--- src/rtl/sseg_scan_mux.sv ---
// rtl/sseg_scan_mux.sv - N-digit seven-segment scan mux with hex decode, PWM and shadow update; option macro SSEG_LZ_BLANK_EN
`timescale 1ns/1ps
module sseg_scan_mux #(
  parameter  int NUM_DIGITS  = 8,
  parameter  int CLK_DIV     = 2500,
  parameter  int SLOT_TICKS  = 16,
  parameter  int BLANK_TICKS = 2,
  localparam int BRIGHT_W    = $clog2(SLOT_TICKS) + 1
) (
  input  logic                    CLK,
  input  logic                    RST_N,
  input  logic [4*NUM_DIGITS-1:0] hex_in,
  input  logic [NUM_DIGITS-1:0]   dp_in,
  input  logic [NUM_DIGITS-1:0]   en_in,
  input  logic [BRIGHT_W-1:0]     bright_in,
  input  logic                    lz_en,
  input  logic                    upd_req,
  output logic                    upd_ack,
  output logic                    frame_start,
  output logic [7:0]              SSEG_CA,
  output logic [NUM_DIGITS-1:0]   SSEG_AN
);

  localparam int DIV_W = (CLK_DIV > 1) ? $clog2(CLK_DIV) : 1;
  localparam int PH_W  = (SLOT_TICKS > 1) ? $clog2(SLOT_TICKS) : 1;
  localparam int DIG_W = (NUM_DIGITS > 1) ? $clog2(NUM_DIGITS) : 1;

  localparam logic [DIV_W-1:0]    DIV_LAST = DIV_W'(CLK_DIV - 1);
  localparam logic [PH_W-1:0]     PH_LAST  = PH_W'(SLOT_TICKS - 1);
  localparam logic [DIG_W-1:0]    DIG_LAST = DIG_W'(NUM_DIGITS - 1);
  localparam logic [BRIGHT_W-1:0] BLANK_V  = BRIGHT_W'(BLANK_TICKS);

  logic [DIV_W-1:0]        r_presc;
  logic [PH_W-1:0]         r_phase;
  logic [DIG_W-1:0]        r_digit;
  logic [4*NUM_DIGITS-1:0] r_sh_hex;
  logic [NUM_DIGITS-1:0]   r_sh_dp;
  logic [NUM_DIGITS-1:0]   r_sh_en;
  logic [BRIGHT_W-1:0]     r_sh_bright;
  logic [7:0]              r_ca;
  logic [NUM_DIGITS-1:0]   r_an;

  logic                    w_tick;
  logic                    w_boundary;
  logic [NUM_DIGITS-1:0]   w_lz_blank;
  logic [3:0]              w_dig_hex;
  logic                    w_dig_dp;
  logic                    w_dig_vis;
  logic [BRIGHT_W-1:0]     w_phase_ext;
  logic                    w_in_window;

  // Active-low {g,f,e,d,c,b,a} pattern for a hex nibble
  function automatic logic [6:0] f_seg(input logic [3:0] i_v);
    case (i_v)
      4'h0: f_seg = 7'h40;
      4'h1: f_seg = 7'h79;
      4'h2: f_seg = 7'h24;
      4'h3: f_seg = 7'h30;
      4'h4: f_seg = 7'h19;
      4'h5: f_seg = 7'h12;
      4'h6: f_seg = 7'h02;
      4'h7: f_seg = 7'h78;
      4'h8: f_seg = 7'h00;
      4'h9: f_seg = 7'h10;
      4'hA: f_seg = 7'h08;
      4'hB: f_seg = 7'h03;
      4'hC: f_seg = 7'h46;
      4'hD: f_seg = 7'h21;
      4'hE: f_seg = 7'h06;
      default: f_seg = 7'h0E;
    endcase
  endfunction

  assign w_tick      = (r_presc == DIV_LAST);
  assign w_boundary  = w_tick && (r_phase == PH_LAST) && (r_digit == DIG_LAST);
  // Handshake pulses sit in the boundary cycle itself, so the ack lines up with the capturing edge
  assign frame_start = w_boundary;
  assign upd_ack     = w_boundary && upd_req;

  // Prescaler, slot phase and digit index; one frame is a full sweep of all three
  always_ff @(posedge CLK or negedge RST_N) begin
    if (!RST_N) begin
      r_presc <= '0;
      r_phase <= '0;
      r_digit <= '0;
    end else if (w_tick) begin
      r_presc <= '0;
      if (r_phase == PH_LAST) begin
        r_phase <= '0;
        r_digit <= (r_digit == DIG_LAST) ? '0 : r_digit + 1'b1;
      end else begin
        r_phase <= r_phase + 1'b1;
      end
    end else begin
      r_presc <= r_presc + 1'b1;
    end
  end

  // Shadow registers load only at the frame boundary so a frame never tears
  always_ff @(posedge CLK or negedge RST_N) begin
    if (!RST_N) begin
      r_sh_hex    <= '0;
      r_sh_dp     <= '0;
      r_sh_en     <= '0;
      r_sh_bright <= '0;
    end else if (w_boundary && upd_req) begin
      r_sh_hex    <= hex_in;
      r_sh_dp     <= dp_in;
      r_sh_en     <= en_in;
      r_sh_bright <= bright_in;
    end
  end

`ifdef SSEG_LZ_BLANK_EN
  logic r_sh_lz;
  logic w_lz_run;

  // Shadow copy of the leading-zero request, loaded alongside the other inputs
  always_ff @(posedge CLK or negedge RST_N) begin
    if (!RST_N) begin
      r_sh_lz <= 1'b0;
    end else if (w_boundary && upd_req) begin
      r_sh_lz <= lz_en;
    end
  end

  // Blank zero digits from the top down until a nonzero digit or a lit dp; digit 0 always shows
  always_comb begin
    w_lz_blank = '0;
    w_lz_run   = r_sh_lz;
    for (int k = NUM_DIGITS - 1; k >= 1; k--) begin
      if (w_lz_run && (r_sh_hex[4*k +: 4] == 4'h0) && !r_sh_dp[k]) begin
        w_lz_blank[k] = 1'b1;
      end else begin
        w_lz_run = 1'b0;
      end
    end
  end
`else
  logic w_unused_lz;
  assign w_unused_lz = lz_en;
  assign w_lz_blank  = '0;
`endif

  assign w_dig_hex   = r_sh_hex[{r_digit, 2'b00} +: 4];
  assign w_dig_dp    = r_sh_dp[r_digit];
  assign w_dig_vis   = r_sh_en[r_digit] && !w_lz_blank[r_digit];
  assign w_phase_ext = BRIGHT_W'(r_phase);
  // Brightness above the on-window length saturates naturally: every on-tick satisfies the compare
  assign w_in_window = (w_phase_ext >= BLANK_V) && ((w_phase_ext - BLANK_V) < r_sh_bright);

  // Registered pins; cathodes settle during the blank window before any anode is driven
  always_ff @(posedge CLK or negedge RST_N) begin
    if (!RST_N) begin
      r_ca <= 8'hFF;
      r_an <= '1;
    end else begin
      r_an <= '1;
      if (w_dig_vis) begin
        r_ca <= {~w_dig_dp, f_seg(w_dig_hex)};
        if (w_in_window) begin
          r_an[r_digit] <= 1'b0;
        end
      end else begin
        r_ca <= 8'hFF;
      end
    end
  end

  assign SSEG_CA = r_ca;
  assign SSEG_AN = r_an;

endmodule
--- config.mk ---
export PLATFORM = sky130hd
export DESIGN_NAME = sseg_scan_mux
export DESIGN_NICKNAME = d
export VERILOG_FILES = /design/src/rtl/sseg_scan_mux.sv
export SDC_FILE = /design/constraint.sdc
export NUM_CORES = 1
export LEC_CHECK = 0
export CAP_MARGIN = 10
export CORE_MARGIN = 5
export CORE_UTILIZATION = 55
export DETAILED_ROUTE_END_ITERATION = 16
export PLACE_DENSITY_LB_ADDON = 0.08
export SLEW_MARGIN = 30
export SYNTH_ARGS = -nofsm -noshare
export SYNTH_HDL_FRONTEND = slang
export SYNTH_SLANG_ARGS = --single-unit
--- constraint.sdc ---
create_clock -name CLK -period 3.5 [get_ports CLK]
set_input_delay 0.7 -clock CLK [delete_from_list [all_inputs] [get_ports CLK]]
set_output_delay 0.7 -clock CLK [all_outputs]
set_load 0.02 [all_outputs]
==> metrics.md <==
| Metric | Value |
|---|---|
| Status | `completed` |
| Post-synth EDFFs | `0` |
| Via count | `2892` |
| Setup TNS | `0 ns` |
| Crit start category | `flip-flop` |
| Dpl ws | `0.754 ns` |
| Logic gate share of total power | `4.3%` |
| Total power | `1.95 mW` |
| Psw | `384 µW` |
| Area contributors post-synth | `dfrtp_1 42%, mux2_1 12%, dfstp_2 9.8%` |
| Worst vdd ir | `0.000313 V` |
| FP Rows | `32` |
| N_diodes | `0` |
| Largest net degree at the start of global routing | `49` |
| Layout fillers | `582` |
| Final Max Tran Viols | `0` |
| Post-CTS sizing | `0` |
| I/O pins | `75` |
| Overall routing resource usage | `19.0%` |
| Hold Path Class | `primary input to asynchronous set/reset pin` |
| Syn nets | `428` |
| Seq/Total Area, Yosys | `51.8%` |
| Detailed-route DRC error count | `0` |
| GP Congestion | `0.811` |
| WL final | `8.50 mm` |
| Most frequent CP cell | `ha_1` |
| Layout cell share with drive strength beyond 1 | `13.0%` |
| Max_slew headroom | `52.3%` |
| Setup WS post-layout | `0.394 ns` |
| Flops & latches, synth | `88` |
| Fmax | `0.322 GHz` |
| Critical path required time | `2.80 ns` |
| Crit-path cells | `ha_1 > ha_1 > nand3_1 > nor2_1 > clkdlybuf4s50_1` |
| CTS tree | `done` |
| Hpwl dp | `6.11 mm` |
| Initial core utilization | `56.1%` |
| Lkg Pwr | `2.40 nW` |
| Die Span Y | `98.3 µm` |
| Synth unique cells | `48` |
| Clock Sink Count | `88` |
| CP arrival | `2.41 ns` |
| Post-CTS setup buffer count | `0` |
| Core Area | `7650 µm²` |
| DR vias/cell | `5.42` |
| Clock slew at reported path FFs | `0.08 ns` |
| Clock H-tree levels | `3` |
| Worst slew pin tran | `0.715 ns` |
| Max-Cap Viols | `0` |
| Initial antenna violation count | `0` |
| Post-synth ARST share | `100%` |
| Min Clock Period, post-route | `3.11 ns` |
| GRT overflow | `0` |
| Slowest stage delay, CP | `0.70 ns` |
| Max FO, Critical Path | `14` |
| TritonCTS Buffers | `9` |
| Final setup vio count | `0` |
| Most common cell in the netlist | `dfrtp_1` |
| Syn avg cell area | `12.2 µm²` |
| Warning count from the yosys run | `0` |
| Antenna Nets Post-Route | `0` |
| Area Growth Syn to Fin | `24.4%` |
| Top_reg_cell synth | `dfrtp_1` |
| Clock Power Share | `43.5%` |
| First-pass GRT wire length | `14.6 mm` |
| Yosys top cell by area | `dfrtp_1` |
| Sw Ratio | `19.7%` |
| Worst Setup End Kind | `output port` |
| Commonest cells in the synthesized netlist | `72 x dfrtp_1, 46 x mux2_1, 25 x nand2_1, 20 x inv_1` |
| Nets | `502` |
| RSZ-0062 raised after global routing | `no` |
| Die ar. | `9670 µm²` |
| Period utilization | `88.8%` |
| Cell Area, Synth | `4290 µm²` |
| Root Buffer | `clkbuf_8` |
| CTS Buffer Depth | `2` |
| Hold-fix buffer count after cts | `0` |
| Top-area cell type share of the netlist area | `42.0%` |
| Cell Int Power | `1.57 mW` |
| Power Density | `365 nW/µm²` |
| Reg2Reg Depth | `8` |
| Vias in the first global route | `3041` |
| Port buffer count | `73` |
| Clock Latency Late Sink | `0.36 ns` |
| 1st-iter DRT viols | `75` |
| Cells after Synth | `353` |
| WL/cell | `15.9 µm` |
| Die width | `98.3 µm` |
| Max stage delay cell, worst path | `dfrtp_1` |
| Initial DRT Pass Iterations | `4` |
| Reg power frac | `52.1%` |
| Clk_skew | `0.0101 ns` |
| Hold Vio Cnt, Final | `0` |
| Critical path class | `flip-flop to output port` |
stage by stage:
stage,cells,util [%],hold WS [ns],cell area (µm²)
after global routing,534,69.8,0.376,5340
final,534,69.8,0.338,5340
after floorplan,353,-,0.404,4290
after global placement,518,66.6,0.462,5090
after CTS,534,69.8,0.360,5340
after detailed placement,518,66.6,0.468,5090
layout by cell type, fill, tap and decap left out, types with 2 or more instances in the layout:
cell type,instances
clkdlybuf4s50_1,72
dfrtp_1,72
mux2_1,46
nand2_1,25
inv_1,20
o21ai_0,18
ha_1,18
dfstp_2,16
nand3_1,15
nor2_1,15
mux2i_1,13
clkbuf_8,10
xnor2_1,8
buf_4,8
mux2_2,6
a21oi_1,5
mux4_2,5
nor3_1,4
a21o_1,4
nor4_1,4
o211ai_1,4
a22oi_1,3
and3_1,3
xor2_1,3
bufinv_16,3
a211oi_1,2
nand2b_1,2
nor2b_1,2
nor4bb_1,2
o221ai_1,2
o31ai_1,2
nor4b_2,2
final cells by class:
cell class | instances | area [µm²] | share of cell area (%)
well taps | 102 | 128 | 2.39
clock inverters | 5 | 104 | 1.95
repair buffers | 80 | 781 | 14.6
flip-flops and latches | 88 | 2220 | 41.6
clock buffers | 11 | 141 | 2.65
multi-input cells | 228 | 1890 | 35.3
inverters | 20 | 75.1 | 1.41
final timing paths:
path                                          startpoint                  endpoint  slack (ns)
worst min-delay path                               RST_N    r_sh_en[6]$_DFFE_PN0P_        0.34
max in group asynchronous                          RST_N      SSEG_AN[6]$_DFF_PN1_        2.36
worst max register to register    r_digit[2]$_DFFE_PN0N_      SSEG_CA[3]$_DFF_PN1_        0.85
worst min register to register  r_sh_hex[16]$_DFFE_PN0P_  r_sh_hex[16]$_DFFE_PN0P_        0.48
min in group CLK                r_sh_hex[16]$_DFFE_PN0P_  r_sh_hex[16]$_DFFE_PN0P_        0.48
worst max-delay path              r_digit[1]$_DFFE_PN0N_                   upd_ack        0.39
per-layer routing:
metal | part of all wire [%] | up-vias | track usage (%)
met5 | 0 | - | 0
met4 | 1.2 | 0 | 5.57
met3 | 4.3 | 6 | 5.29
met2 | 50 | 58 | 31.5
met1 | 44 | 1430 | 24.4
li1 | - | 1398 | -
kinds of logic after synthesis:
| logic type | count (synthesis) | share of synthesized area (%) |
|---|---|---|
| AOI/OAI and AO/OA | 48 | 7.43 |
| xor gates and xnor gates | 11 | 2.25 |
| adders and majority gates | 18 | 5.25 |
| buffers and inverters | 37 | 4.37 |
| DFF | 88 | 51.8 |
| muxes | 70 | 19.3 |
| and+or+nand+nor | 81 | 9.62 |
power groups by stage:
stage | Combinational, mW | Clock, mW | Sequential, mW
after floorplan | 0.000580 | 0 | 1.04
after global placement | 0.0865 | 0 | 1.04
after detailed placement | 0.0862 | 0 | 1.04
after CTS | 0.0868 | 0.864 | 1.02
after global routing | 0.0920 | 0.916 | 1.02
final | 0.0841 | 0.849 | 1.02
critical path, delay by kind of cell, from the launching register on:
kind,cells,cell delay (ns)
and+or+nand+nor,2,0.27
adders and majority gates,2,0.47
DFF,1,0.70
buffers and inverters,1,0.61
flip-flops by register name (all words and copies together), names as in the netlist:
register	flops
r_phase	4
r_sh_en	8
r_digit	3
r_presc	12
r_sh_bright	5
SSEG_AN	8
r_sh_dp	8
SSEG_CA	8
r_sh_hex	32
Note: power is estimated with default switching activity, not from simulation.
